## src/rtl/hazard_sequencer.sv

```systemverilog
// Pipeline control sequencer: shadow E/M/W control pipeline, forwarding selects,
// load-use / PC-write / multiply stalls and flushes, and the multiplier handshake.
`default_nettype none

module hazard_sequencer #(
  parameter int MUL_MAX = 16
) (
  input  logic       clk,
  input  logic       reset,
  input  logic [3:0] RA1D,
  input  logic [3:0] RA2D,
  input  logic [3:0] WA3D,
  input  logic       RegWriteD,
  input  logic       MemtoRegD,
  input  logic       PCSD,
  input  logic       MulD,
  input  logic       CondExE,
  input  logic       BranchTakenE,
  input  logic       MulDone,
  output logic [1:0] ForwardAE,
  output logic [1:0] ForwardBE,
  output logic       StallF,
  output logic       StallD,
  output logic       StallE,
  output logic       FlushD,
  output logic       FlushE,
  output logic       PCWrPendingF,
  output logic       MulStart,
  output logic       MulErr
);

  localparam int CNT_W = $clog2(MUL_MAX + 1);

  typedef enum logic {IDLE, BUSY} mul_state_t;

  // Stage suffixes: _p0 = Execute, _p1 = Memory, _p2 = Writeback.
  logic [3:0] ra1_p0, ra2_p0, wa3_p0;
  logic       regwrite_p0, memtoreg_p0, pcs_p0, mul_p0;
  logic [3:0] wa3_p1;
  logic       regwrite_p1, pcs_p1;
  logic [3:0] wa3_p2;
  logic       regwrite_p2, pcs_p2;

  mul_state_t state, state_nxt;
  logic [CNT_W-1:0] cnt, cnt_nxt;
  logic mul_err_q;
  logic mul_stall, mul_start, timeout;
  logic ldr_stall;

  // Decode -> Execute boundary
  always_ff @(posedge clk) begin
    if (reset) begin
      ra1_p0      <= '0;
      ra2_p0      <= '0;
      wa3_p0      <= '0;
      regwrite_p0 <= 1'b0;
      memtoreg_p0 <= 1'b0;
      pcs_p0      <= 1'b0;
      mul_p0      <= 1'b0;
    end else if (FlushE) begin
      ra1_p0      <= '0;
      ra2_p0      <= '0;
      wa3_p0      <= '0;
      regwrite_p0 <= 1'b0;
      memtoreg_p0 <= 1'b0;
      pcs_p0      <= 1'b0;
      mul_p0      <= 1'b0;
    end else if (!StallE) begin
      ra1_p0      <= RA1D;
      ra2_p0      <= RA2D;
      wa3_p0      <= WA3D;
      regwrite_p0 <= RegWriteD;
      memtoreg_p0 <= MemtoRegD;
      pcs_p0      <= PCSD;
      mul_p0      <= MulD;
    end
  end

  // Execute -> Memory -> Writeback boundaries
  always_ff @(posedge clk) begin
    if (reset || StallE) begin
      wa3_p1      <= '0;
      regwrite_p1 <= 1'b0;
      pcs_p1      <= 1'b0;
    end else begin
      wa3_p1      <= wa3_p0;
      regwrite_p1 <= regwrite_p0 & CondExE;
      pcs_p1      <= pcs_p0 & CondExE;
    end
    if (reset) begin
      wa3_p2      <= '0;
      regwrite_p2 <= 1'b0;
      pcs_p2      <= 1'b0;
    end else begin
      wa3_p2      <= wa3_p1;
      regwrite_p2 <= regwrite_p1;
      pcs_p2      <= pcs_p1;
    end
  end

  always_ff @(posedge clk) begin
    if (reset) begin
      state     <= IDLE;
      cnt       <= '0;
      mul_err_q <= 1'b0;
    end else begin
      state     <= state_nxt;
      cnt       <= cnt_nxt;
      mul_err_q <= mul_err_q | timeout;
    end
  end

  // A predicated-off MUL in Execute never leaves IDLE and passes as a no-op.
  always_comb begin
    state_nxt = state;
    cnt_nxt   = cnt;
    mul_start = 1'b0;
    mul_stall = 1'b0;
    timeout   = 1'b0;
    case (state)
      IDLE: begin
        if (mul_p0 && CondExE) begin
          mul_start = 1'b1;
          mul_stall = 1'b1;
          cnt_nxt   = '0;
          state_nxt = BUSY;
        end
      end
      BUSY: begin
        if (MulDone) begin
          state_nxt = IDLE;
        end else if (cnt == CNT_W'(MUL_MAX)) begin
          timeout   = 1'b1;
          state_nxt = IDLE;
        end else begin
          mul_stall = 1'b1;
          cnt_nxt   = cnt + CNT_W'(1);
        end
      end
      default: state_nxt = IDLE;
    endcase
  end

  always_comb begin
    ForwardAE = 2'b00;
    ForwardBE = 2'b00;
    if (regwrite_p1 && (ra1_p0 == wa3_p1))      ForwardAE = 2'b10;
    else if (regwrite_p2 && (ra1_p0 == wa3_p2)) ForwardAE = 2'b01;
    if (regwrite_p1 && (ra2_p0 == wa3_p1))      ForwardBE = 2'b10;
    else if (regwrite_p2 && (ra2_p0 == wa3_p2)) ForwardBE = 2'b01;
  end

  // Load-use check deliberately ignores CondExE.
  assign ldr_stall    = memtoreg_p0 & regwrite_p0 & ((RA1D == wa3_p0) | (RA2D == wa3_p0));
  assign PCWrPendingF = PCSD | pcs_p0 | pcs_p1;
  assign StallF       = ldr_stall | PCWrPendingF | mul_stall;
  assign StallD       = ldr_stall | mul_stall;
  assign StallE       = mul_stall;
  assign FlushE       = (ldr_stall | BranchTakenE) & ~mul_stall;
  assign FlushD       = PCWrPendingF | pcs_p2 | BranchTakenE;
  assign MulStart     = mul_start;
  assign MulErr       = mul_err_q;

endmodule

`default_nettype wire

```

## config.mk

```make
export PLATFORM = sky130hd
export DESIGN_NAME = hazard_sequencer
export DESIGN_NICKNAME = d
export VERILOG_FILES = /design/src/rtl/hazard_sequencer.sv
export SDC_FILE = /design/constraint.sdc
export NUM_CORES = 1
export LEC_CHECK = 0
export ABC_AREA = 0
export CAP_MARGIN = 0
export CORE_UTILIZATION = 55
export CTS_CLUSTER_DIAMETER = 200
export DETAILED_ROUTE_END_ITERATION = 8
export PLACE_DENSITY = 0.83
export SYNTH_ARGS = -nofsm -noshare
export SYNTH_HDL_FRONTEND = slang
export SYNTH_SLANG_ARGS = --single-unit
```

## constraint.sdc

```tcl
create_clock -name clk -period 4.8 [get_ports clk]
set_clock_uncertainty 0.15 [all_clocks]
set_input_delay 0.96 -clock clk [delete_from_list [all_inputs] [get_ports clk]]
set_output_delay 0.96 -clock clk [all_outputs]
set_load 0.01 [all_outputs]
```

==> results.md <==
- Num rows: 20
- Max Buffers Root-to-Sink: 2
- Hold Crit Endpoint: pcs_p2
- DRT Pass-1 Iters: 4
- CP max-delay cell: clkdlybuf4s50_1
- Max VDD drop: 194.4 uV
- Clk_lat worst skew: 340 ps
- Hold path depth: 1
- Inst Count DP: 248
- Hold_ws: 330.4 ps
- Fmax: 0.2459 GHz
- RSZ-0062 raised after global routing: false
- Synth-to-Final Area Change: 22.25%
- Final period utilization: 0.8474
- Hold Crit Class: reg2reg
- GRT Total Usage: 0.2487
- Overflow after GRT: 0
- Largest net degree at the start of global routing: 45
- Die ar.: 3473 um2
- CTS tree: yes
- Most used cell, CP: clkdlybuf4s50_1
- Crit path required time: 3690 ps
- Buffers on Ports: 32
- Detailed-route wire length per cell: 14.80 um
- Syn Inst Count: 180
- Die H: 58.94 um
- Synthesis-stage register bit count: 35
- # IOs: 33
- Most frequent cells in the layout: dfxtp_1, clkdlybuf4s50_1, nand2_1
- CP startpoint kind: input pin
- Cell Area, Synth: 1783 um2
- Cts bufs inserted: 5
- Slew @ Worst Pin: 461.8 ps
- Top delay family on crit path: buffers and inverters
- Leakage: 0.0008926 uW
- Diodes inserted: 0
- PD cells: 261.4 nW/um2
- Worst flop-to-flop path startpoint: cnt[0]
- Worst slack, placed: 736.3 ps
- Post-route DRC: 0
- Starting density of the core: 0.5840
- Routed vias/inst: 5.496
- Syn nets: 203
- Final WS setup: 732.6 ps
- Core Footprint: 3053 um2
- Final Hold Viols: 0
- Crit Path Class: in2out
- Routed vias: 1407
- H-tree Lvls: 2
- Worst reg-to-reg path cell count: 7
- Cell Chain, Critical Path: clkdlybuf4s50_1, and3b_4, o21ba_4, inv_4, or3_1, clkdlybuf4s50_1
- Clock tree sinks: 35
- Slew headroom: 0.6918
- Root Buffer: clkbuf_4
- Crit end category: primary output
- Final #Nets: 234
- Initial antenna violation count: 0
- Vias in the first global route: 1448
- Crit path buffers/inverters: 3
- Routed WL: 3.789 mm
- Routability congestion estimate: 0.8511
- Postcts setup bufs: 0
- Max-slew violations: 0
- HPWL Detailed: 2.786 mm
- Worst hold start: pcs_p1
- Layout cells sized above 1: 0.1226
- Fin Setup TNS: 0 ps
- Most common cell after layout, fill and taps aside: dfxtp_1
- Final Non-Filler Cells: 256
- Initial DRC count: 51
- CP arrival: 2960 ps
- CP max stage delay: 480 ps
- Library cells used by synthesis: 32
- Final core utilization: 0.7139
- Synth Area per Inst: 9.905 um2
- Worst r2r dst: pcs_p1
- CTS resizes: 0
- CP max FO: 36
- R2R Setup Slk: 2630 ps
- Layout fillers: 254
- Max_cap viols: 0
- CTS Hold Bufs: 0
- Register area share after synthesis: 0.3930
- Final setup fails: 0
- Final min period: 4067 ps
- Status: complete, no violations
- DIE WIDTH: 58.94 um
- First-pass GRT wire length: 6.361 mm
- Synth warnings: 0
- Antenna-violating nets left: 0
- Clk pin slew, worst setup/hold paths: 100 ps
[worst max path at each step]
stage,start,end,slack [ps],cells after the start
after floorplan,RA2D[3],FlushE,1800,5
after global placement,CondExE,StallF,790,6
after detailed placement,CondExE,StallF,740,6
after CTS,CondExE,StallF,740,6
after global routing,CondExE,StallF,640,6
final,CondExE,StallF,730,6
[cell type report]
| class | count | area, um2 | area share |
|---|---|---|---|
| Multi-Input combinational cell | 130 | 998.5 | 0.4581 |
| Sequential cell | 35 | 700.7 | 0.3215 |
| Timing Repair Buffer | 34 | 335.3 | 0.1538 |
| Clock buffer | 8 | 68.82 | 0.03157 |
| Tap cell | 44 | 55.05 | 0.02526 |
| Inverter | 5 | 21.27 | 0.009759 |
[stage by stage]
| step | power [uW] | cell area (um2) |
|---|---|---|
| 5_1_grt | 593.0 | 2180 |
| 3_3_place_gp | 389.9 | 2111 |
| 3_5_place_dp | 393.6 | 2111 |
| 6_report | 569.7 | 2180 |
| 4_1_cts | 572.2 | 2180 |
| 2_1_floorplan | 359.0 | 1783 |
[worst reg2reg max path: cells and delay by family, from the launching register on]
kind / cells / cell delay (ps)
AO/OA/AOI/OAI: 1 / 270
adder cells (fa/ha/maj): 1 / 190
buffers and inverters: 2 / 380
flip-flops: 1 / 410
AND/OR/NAND/NOR: 3 / 670
[per-layer routing]
layer	GRT usage	vias to the layer above	routed length [um]
met5	0	-	0
met4	0.09184	0	44
met3	0.05495	5	137
met2	0.4529	33	2032
met1	0.2820	673	1575
li1	-	696	-
[synthesized netlist by cell type]
cell / n / area (um2)
nand3_1: 3 / 15.01
o41ai_1: 4 / 35.03
o21a_1: 1 / 7.510
o21ai_0: 1 / 5.000
nand4_1: 2 / 12.51
or2_2: 1 / 6.260
a21oi_4: 1 / 16.27
xnor2_1: 12 / 105.1
nor2_1: 8 / 30.03
and4bb_1: 1 / 12.51
xor2_1: 14 / 122.6
inv_1: 4 / 15.01
nand2_1: 20 / 75.07
nand3b_1: 16 / 120.1
and3_1: 2 / 12.51
or2b_1: 2 / 15.01
nor3_1: 3 / 15.01
buf_2: 2 / 10.01
o21ba_4: 1 / 16.27
a21oi_1: 4 / 20.02
and2_1: 4 / 25.02
nor2b_1: 7 / 43.79
buf_6: 3 / 33.78
o41ai_2: 12 / 195.2
nor4_1: 2 / 12.51
dfxtp_1: 35 / 700.7
inv_4: 1 / 6.260
or3_1: 4 / 25.02
ha_1: 2 / 25.02
o2111ai_1: 2 / 17.52
and3b_4: 1 / 12.51
clkbuf_1: 5 / 18.77
[sequential cells by signal (all words and copies together), names as in the netlist, 4 cells and up]
signal	cells
cnt	5
ra1_p0	4
wa3_p0	4
wa3_p2	4
ra2_p0	4
wa3_p1	4
[report_power, final]
| group | internal [uW] | total [uW] | switching (uW) | leakage (uW) |
|---|---|---|---|---|
| clock | 86.2 | 183 | 97.1 | 0.0000386 |
| sequential | 299 | 308 | 9.17 | 0.000285 |
| combinational | 42.8 | 78.3 | 35.5 | 0.000569 |
[logic make-up after synthesis]
logic type | after synthesis | synth area share
DFF | 35 | 0.3930
AOI/OAI and AO/OA | 26 | 0.1754
and+or+nand+nor | 76 | 0.2428
adders and majority gates | 2 | 0.01403
xor gates and xnor gates | 26 | 0.1277
buffers and inverters | 15 | 0.04702
Note: power is estimated with default switching activity, not from simulation.
